[src/rtl/apb_master_bridge_pkg.sv]
// -----------------------------------------------------------------------------
// apb_bridge_pkg
// Shared types and constants for the APB master bridge.
//   apb_state_e   : bridge FSM states
//   UART_START    : first address of the peripheral APB window (default WIN_START)
//   DEBUG_END     : last address of the peripheral APB window (default WIN_END)
//   APB_WORD_MASK : clears the byte offset so every APB access is word aligned
//   in_window()   : inclusive address window compare
// -----------------------------------------------------------------------------
package apb_bridge_pkg;

   typedef enum logic [2:0] {
      IDLE,
      SETUP,
      ACCESS,
      RESP,
      ERR
   } apb_state_e;

   localparam logic [31:0] UART_START    = 32'h1A10_0000;
   localparam logic [31:0] DEBUG_END     = 32'h1A11_7FFF;
   localparam logic [31:0] APB_WORD_MASK = 32'hFFFF_FFFC;

   // Both bounds are inclusive.
   function automatic logic in_window(input logic [31:0] addr,
                                      input logic [31:0] lo,
                                      input logic [31:0] hi);
      return (addr >= lo) && (addr <= hi);
   endfunction

endpackage

[src/rtl/apb_master_bridge_if.sv]
// -----------------------------------------------------------------------------
// apb_master_bridge_if
// APB3 bus bundle between the bridge (master) and the peripheral bus (slave).
//   paddr, pwdata, pwrite, psel, penable : driven by the master
//   prdata, pready, pslverr              : driven by the slave
// -----------------------------------------------------------------------------
interface apb_master_bridge_if #(
   parameter int unsigned ADDR_WIDTH = 32,
   parameter int unsigned DATA_WIDTH = 32
);
   logic [ADDR_WIDTH-1:0] paddr;
   logic [DATA_WIDTH-1:0] pwdata;
   logic                  pwrite;
   logic                  psel;
   logic                  penable;
   logic [DATA_WIDTH-1:0] prdata;
   logic                  pready;
   logic                  pslverr;

   modport master (
      output paddr, pwdata, pwrite, psel, penable,
      input  prdata, pready, pslverr
   );

   modport slave (
      input  paddr, pwdata, pwrite, psel, penable,
      output prdata, pready, pslverr
   );
endinterface

[src/rtl/apb_master_bridge.sv]
// -----------------------------------------------------------------------------
// apb_master_bridge
// Turns the core's single-outstanding req/gnt/rvalid data port into APB3
// master transfers. Requests outside [WIN_START, WIN_END] and partial-word
// writes are answered with an error response without touching the bus.
//
// Ports:
//   clk, rst        : clock, synchronous active-high reset
//   data_req_i      : core request
//   data_addr_i     : byte address (low two bits ignored)
//   data_we_i       : 1 = write
//   data_be_i       : byte enables, writes must be full word
//   data_wdata_i    : write data
//   data_gnt_o      : request accepted (combinational, IDLE only)
//   data_rvalid_o   : one-cycle response strobe
//   data_rdata_o    : read data, valid with rvalid
//   data_err_o      : error flag, valid with rvalid
//   apb             : APB3 master modport (paddr/pwdata/pwrite/psel/penable out,
//                     prdata/pready/pslverr in)
//
// Optional build macro:
//   APB_TIMEOUT_EN  : abort an ACCESS phase with an error after TIMEOUT_CYCLES
//                     cycles of pready = 0. Undefined: ACCESS waits forever.
// -----------------------------------------------------------------------------
module apb_master_bridge
   import apb_bridge_pkg::*;
#(
   parameter int unsigned           ADDR_WIDTH     = 32,
   parameter int unsigned           DATA_WIDTH     = 32,
   parameter logic [ADDR_WIDTH-1:0] WIN_START      = UART_START,
   parameter logic [ADDR_WIDTH-1:0] WIN_END        = DEBUG_END,
   parameter int unsigned           TIMEOUT_CYCLES = 256
) (
   input  logic                    clk,
   input  logic                    rst,

   input  logic                    data_req_i,
   input  logic [ADDR_WIDTH-1:0]   data_addr_i,
   input  logic                    data_we_i,
   input  logic [DATA_WIDTH/8-1:0] data_be_i,
   input  logic [DATA_WIDTH-1:0]   data_wdata_i,
   output logic                    data_gnt_o,
   output logic                    data_rvalid_o,
   output logic [DATA_WIDTH-1:0]   data_rdata_o,
   output logic                    data_err_o,

   apb_master_bridge_if.master     apb
);

   if (TIMEOUT_CYCLES == 0) begin : g_bad_timeout
      $error("TIMEOUT_CYCLES must be at least 1");
   end

`ifdef APB_TIMEOUT_EN
   localparam int unsigned         TO_CNT_W = $clog2(TIMEOUT_CYCLES + 1);
   localparam logic [TO_CNT_W-1:0] TO_LAST  = TO_CNT_W'(TIMEOUT_CYCLES - 1);

   logic [TO_CNT_W-1:0] r_cnt;
`endif

   apb_state_e            r_state;
   logic [ADDR_WIDTH-1:0] r_paddr;
   logic [DATA_WIDTH-1:0] r_pwdata;
   logic                  r_pwrite;
   logic                  r_psel;
   logic                  r_penable;
   logic                  r_rvalid;
   logic                  r_err;
   logic [DATA_WIDTH-1:0] r_rdata;

   logic                  w_gnt;
   logic [ADDR_WIDTH-1:0] w_addr_aligned;
   logic                  w_req_bad;

   // Gated by rst so a request is never acknowledged on an edge that discards it.
   assign w_gnt          = data_req_i && (r_state == IDLE) && !rst;
   assign w_addr_aligned = data_addr_i & APB_WORD_MASK[ADDR_WIDTH-1:0];
   assign w_req_bad      = !in_window(w_addr_aligned, WIN_START, WIN_END) ||
                           (data_we_i && !(&data_be_i));

   always_ff @(posedge clk) begin
      if (rst) begin
         r_state   <= IDLE;
         r_paddr   <= '0;
         r_pwdata  <= '0;
         r_pwrite  <= 1'b0;
         r_psel    <= 1'b0;
         r_penable <= 1'b0;
         r_rvalid  <= 1'b0;
         r_err     <= 1'b0;
         r_rdata   <= '0;
`ifdef APB_TIMEOUT_EN
         r_cnt     <= '0;
`endif
      end else begin
         unique case (r_state)
            IDLE: begin
               if (w_gnt) begin
                  r_paddr  <= w_addr_aligned;
                  r_pwrite <= data_we_i;
                  r_pwdata <= data_wdata_i;
                  if (w_req_bad) begin
                     r_state  <= ERR;
                     r_rvalid <= 1'b1;
                     r_err    <= 1'b1;
                     r_rdata  <= '0;
                  end else begin
                     r_state <= SETUP;
                     r_psel  <= 1'b1;
`ifdef APB_TIMEOUT_EN
                     r_cnt   <= '0;
`endif
                  end
               end
            end

            SETUP: begin
               r_state   <= ACCESS;
               r_penable <= 1'b1;
            end

            ACCESS: begin
               // pready is checked first so a completion on the timeout cycle wins.
               if (apb.pready) begin
                  r_state   <= RESP;
                  r_psel    <= 1'b0;
                  r_penable <= 1'b0;
                  r_rvalid  <= 1'b1;
                  r_err     <= apb.pslverr;
                  if (!r_pwrite) begin
                     r_rdata <= apb.prdata;
                  end
               end
`ifdef APB_TIMEOUT_EN
               else if (r_cnt == TO_LAST) begin
                  r_state   <= ERR;
                  r_psel    <= 1'b0;
                  r_penable <= 1'b0;
                  r_rvalid  <= 1'b1;
                  r_err     <= 1'b1;
                  r_rdata   <= '0;
               end else begin
                  r_cnt <= r_cnt + 1'b1;
               end
`endif
            end

            RESP, ERR: begin
               r_state  <= IDLE;
               r_rvalid <= 1'b0;
               r_err    <= 1'b0;
            end

            default: begin
               r_state <= IDLE;
            end
         endcase
      end
   end

   assign data_gnt_o    = w_gnt;
   assign data_rvalid_o = r_rvalid;
   assign data_err_o    = r_err;
   assign data_rdata_o  = r_rdata;

   assign apb.paddr     = r_paddr;
   assign apb.pwdata    = r_pwdata;
   assign apb.pwrite    = r_pwrite;
   assign apb.psel      = r_psel;
   assign apb.penable   = r_penable;

endmodule

[src/flat_wrapper.sv]
// flat-port wrapper written by rule: the top's interface ports become plain ports
module apb_master_bridge_flat import apb_bridge_pkg::*;
#(
   parameter int unsigned           ADDR_WIDTH     = 32,
   parameter int unsigned           DATA_WIDTH     = 32,
   parameter logic [ADDR_WIDTH-1:0] WIN_START      = UART_START,
   parameter logic [ADDR_WIDTH-1:0] WIN_END        = DEBUG_END,
   parameter int unsigned           TIMEOUT_CYCLES = 256
)
  (clk, rst, data_req_i, data_addr_i, data_we_i, data_be_i, data_wdata_i, data_gnt_o, data_rvalid_o, data_rdata_o, data_err_o, apb_paddr, apb_pwdata, apb_pwrite, apb_psel, apb_penable, apb_prdata, apb_pready, apb_pslverr);
  apb_master_bridge_if #(.ADDR_WIDTH(ADDR_WIDTH), .DATA_WIDTH(DATA_WIDTH)) apb_i ();
  input  logic clk;
  input  logic rst;
  input  logic data_req_i;
  input  logic [ADDR_WIDTH-1:0] data_addr_i;
  input  logic data_we_i;
  input  logic [DATA_WIDTH/8-1:0] data_be_i;
  input  logic [DATA_WIDTH-1:0] data_wdata_i;
  output logic data_gnt_o;
  output logic data_rvalid_o;
  output logic [DATA_WIDTH-1:0] data_rdata_o;
  output logic data_err_o;
  output wire logic [$bits(apb_i.paddr)-1:0] apb_paddr;
  output wire logic [$bits(apb_i.pwdata)-1:0] apb_pwdata;
  output wire logic [$bits(apb_i.pwrite)-1:0] apb_pwrite;
  output wire logic [$bits(apb_i.psel)-1:0] apb_psel;
  output wire logic [$bits(apb_i.penable)-1:0] apb_penable;
  input wire logic [$bits(apb_i.prdata)-1:0] apb_prdata;
  input wire logic [$bits(apb_i.pready)-1:0] apb_pready;
  input wire logic [$bits(apb_i.pslverr)-1:0] apb_pslverr;
  assign apb_paddr = apb_i.paddr;
  assign apb_pwdata = apb_i.pwdata;
  assign apb_pwrite = apb_i.pwrite;
  assign apb_psel = apb_i.psel;
  assign apb_penable = apb_i.penable;
  assign apb_i.prdata = apb_prdata;
  assign apb_i.pready = apb_pready;
  assign apb_i.pslverr = apb_pslverr;
  apb_master_bridge #(.ADDR_WIDTH(ADDR_WIDTH), .DATA_WIDTH(DATA_WIDTH), .WIN_START(WIN_START), .WIN_END(WIN_END), .TIMEOUT_CYCLES(TIMEOUT_CYCLES)) u_core (.clk(clk), .rst(rst), .data_req_i(data_req_i), .data_addr_i(data_addr_i), .data_we_i(data_we_i), .data_be_i(data_be_i), .data_wdata_i(data_wdata_i), .data_gnt_o(data_gnt_o), .data_rvalid_o(data_rvalid_o), .data_rdata_o(data_rdata_o), .data_err_o(data_err_o), .apb(apb_i));
endmodule
[config.mk]
export PLATFORM = sky130hd
export DESIGN_NAME = apb_master_bridge_flat
export DESIGN_NICKNAME = d
export VERILOG_FILES = /design/src/rtl/apb_master_bridge_pkg.sv /design/src/rtl/apb_master_bridge_if.sv /design/src/rtl/apb_master_bridge.sv /design/src/flat_wrapper.sv
export SDC_FILE = /design/constraint.sdc
export NUM_CORES = 1
export LEC_CHECK = 0
export BUFFER_PORTS_ARGS = -buffer_cell sky130_fd_sc_hd__buf_2
export CORE_MARGIN = 3
export CORE_UTILIZATION = 39
export CTS_CLUSTER_DIAMETER = 30
export DETAILED_ROUTE_END_ITERATION = 10
export PLACE_DENSITY = 0.74
export RECOVER_POWER = 50
export SYNTH_ARGS = -nofsm -noshare
export SYNTH_HDL_FRONTEND = slang
export SYNTH_SLANG_ARGS = --single-unit
export TNS_END_PERCENT = 5
[constraint.sdc]
create_clock -name clk -period 1.6 [get_ports clk]
set_input_delay 0.16 -clock clk [delete_from_list [all_inputs] [get_ports clk]]
set_output_delay 0.16 -clock clk [all_outputs]
set_load 0.02 [all_outputs]
==> flow_summary_export.csv <==
group,metric,value,unit
run_status,outcome,"completed",
clock_tree,clk_pin_slew_worst_paths,90,ps
final_layout,diodes,0,
run,maxCapViolations,0,
synthesis,synth_edf_count,0,
routing,drtIter0Drc,97,
global_route,grt_pass1_vias,3375,
synthesis,synth_fa_ha_area_share,0,%
synthesis,synth_compound_area_share,20.1,%
critical_path,critPathLaunchType,"input pin",
die,dieArea,10500,um^2
timing,skew,13.2,ps
die,die_h,102,um
timing,fin_crit_sh,97.4,%
synthesis,yosys.area_share.simple,18.5,%
power_and_ir_drop,fin_total_pwr,5240,uW
final_layout,final_util,57.6,%
place,hpwl,7480,um
synthesis,synth_top_family_by_area,"compound AO/OA/AOI/OAI gates",
routing,drt-pass1-iter-count,4,
synthesis,avgSynthCellArea,8.81,um^2
routing,wl_per_cell,14.3,um
global_route,grt_max_degree,54,
die,num_rows,34,
power_and_ir_drop,combPwrFrac,13.2,%
timing,period_minus_slack,1560,ps
synthesis,synth.top_cell.area_share,56.5,%
synthesis,synth_cells,410,
synthesis,synth_seq_cells,102,
routing,vias,3635,
clock_tree,numCtsBuffers,9,
timing,timing_hold_violations_final,0,
final_layout,final_layout_size_suffix_gt1_share,24.3,%
synthesis,synthMuxAreaShare,0,%
synthesis,synth.area.top_cells,"dfxtp_1 (57%), nand2_1 (14%), a21oi_1 (9.0%)",
synthesis,ys_types,36,
synthesis,yosysSeqAreaShare,56.5,%
power_and_ir_drop,p_switching,1310,uW
routing,drc,0,
synthesis,synth_top_area_cell,"dfxtp_1",
global_route,grt_pass1_wl,15800,um
place,dp_cells,710,
die,start_util,40.8,%
final_layout,final-instance-count-excl-fill,741,
die,pin_count,208,
synthesis,synthXorXnorAreaFrac,0.242,%
place,port_buffers,203,
die,die_w,102,um
routing,wl,10600,um
timing,setup_viol,0,
power_and_ir_drop,p_per_area,1030,nW/um^2
routing,vias_per_cell,4.91,
clock_tree,clockRootBuffer,"clkbuf_8",
power_and_ir_drop,intPower,3930,uW
final_layout,syn_to_final_growth,41.1,%
die,coreArea,8850,um^2
critical_path,cp.arrival,1850,ps
synthesis,ys.flop_type,"dfxtp_1",
global_route,antenna_found_initial,0,
clock_tree,clock-sinks,102,
synthesis,syn_area,3610,um^2
clock_tree,cts_tree,"done",
power_and_ir_drop,clock_power_share,35.4,%
critical_path,cp-end-kind,"flip-flop",
critical_path,crit_type,"in2reg",
timing,tns,0,ps
place,gp_congestion,0.824,
clock_tree,insertion_delay,350,ps
global_route,overflow,0,
min_path,hold_path.class,"in2reg",
critical_path,cp_max_fo,32,
clock_tree,htreeDepth,3,
final_layout,nets,736,
power_and_ir_drop,p_leak,0.00214,uW
synthesis,ys_warn_count,0,
synthesis,synth_commonest_cells,"nand2_1 (132), dfxtp_1 (102), a21oi_1 (65)",
timing,fmax,642,MHz
timing,finalMaxSlewViolations,0,
power_and_ir_drop,seqPwrFrac,51.4,%
timing,rsz0062_at_grt,"yes",
power_and_ir_drop,ir_drop,431,uV
synthesis,synth.most_common_cell,"nand2_1",
power_and_ir_drop,p_sw_share,25.0,%
routing,ant_nets,0,
clock_tree,max-clock-path-buffers,2,
critical_path,required,1900,ps
global_route,grtUsageTotal,18.9,%
synthesis,synthArstFlopShare,0,%
-- what timing repair did --
item / in CTS / in global routing
buffers inserted: 0 / 1
gates cloned: 0 / 0
pin swaps: 0 / 1
hold buffers: 10 / 6
resized for setup: 3 / 4
setup endpoints to repair: 1 / 6
endpoints found under the hold margin: 10 / 6
-- worst paths after layout --
| check | start | endpoint | slack [ps] | depth (start not counted) |
|---|---|---|---|---|
| setup / recovery | data_addr_i[21] | u_core.data_rdata_o[1] | 40 | 6 |
| setup reg to reg | u_core.r_state[1] | u_core.data_rdata_o[1] | 130 | 5 |
| hold / removal | apb_prdata[30] | u_core.data_rdata_o[30] | 20 | 2 |
| hold reg to reg | u_core.apb.paddr[16] | u_core.apb.paddr[16] | 460 | 2 |
-- sequential cells by signal, summed over array words and instances, names as in the netlist --
register and count:
u_core.apb.paddr 30, u_core.apb.psel 1, u_core.data_rvalid_o 1, u_core.data_err_o 1
u_core.r_state 3, u_core.data_rdata_o 32, u_core.apb.penable 1, u_core.apb.pwrite 1
u_core.apb.pwdata 32
-- metal layers --
layer	vias to the layer above	GRT usage (%)	routed length, um
met5	-	0	0
met1	1677	21.8	4390
met2	137	33.5	5280
met4	0	5.55	90
met3	8	5.73	834
li1	1813	-	-
-- metrics by stage --
step	setup WS [ps]	hold slack, ps	cell area (um^2)
detailed placement	-320	374	4800
global placement	-253	369	4800
finish	42.0	15.2	5100
floorplan	-32.7	285	3620
global route	-8.52	3.19	5100
CTS	6.44	0.108	5140
-- logic make-up after synthesis --
kind of cell	Yosys count
and+or+nand+nor	159
AOI/OAI and AO/OA	113
other	1
buffers and inverters	34
DFF	102
xor gates and xnor gates	1
-- layout make-up --
| class | instances | area [um^2] |
|---|---|---|
| tap | 108 | 135 |
| clock buffer | 10 | 128 |
| multi-input combinational | 275 | 1440 |
| clock inverter | 4 | 97.6 |
| fill | 861 | 3750 |
| timing repair buffer | 240 | 1240 |
| sequential | 102 | 2040 |
| inverter | 2 | 7.51 |
-- worst max-delay path: stages --
cell and delay, ps:
buf_2 100, or4b_1 520, a221o_1 340, nor3_4 160, a21o_4 360, a22o_1 200
-- layout by cell type (no fill, tap or decap), drive strengths merged, types with 2 or more instances in the layout --
cell type	synthesis	routed
a21oi	65	65
a22o	32	32
buf	12	129
bufinv	0	3
clkbuf	20	105
conb	1	2
dfxtp	102	102
dlygate4sd3	0	16
inv	2	2
nand2	132	132
nor2	11	11
nor2b	3	3
nor3	4	4
nor4b	2	2
o21ai	6	6
-- power by group through the flow --
stage                     clock, uW  combinational, uW  sequential, uW
after floorplan                   0                253            2870
after global placement            0                671            2740
after detailed placement          0                683            2750
after CTS                      1910                706            2690
after global routing           2020                762            2710
final                          1860                693            2690
No activity file was read; power rests on OpenSTA's default activity.
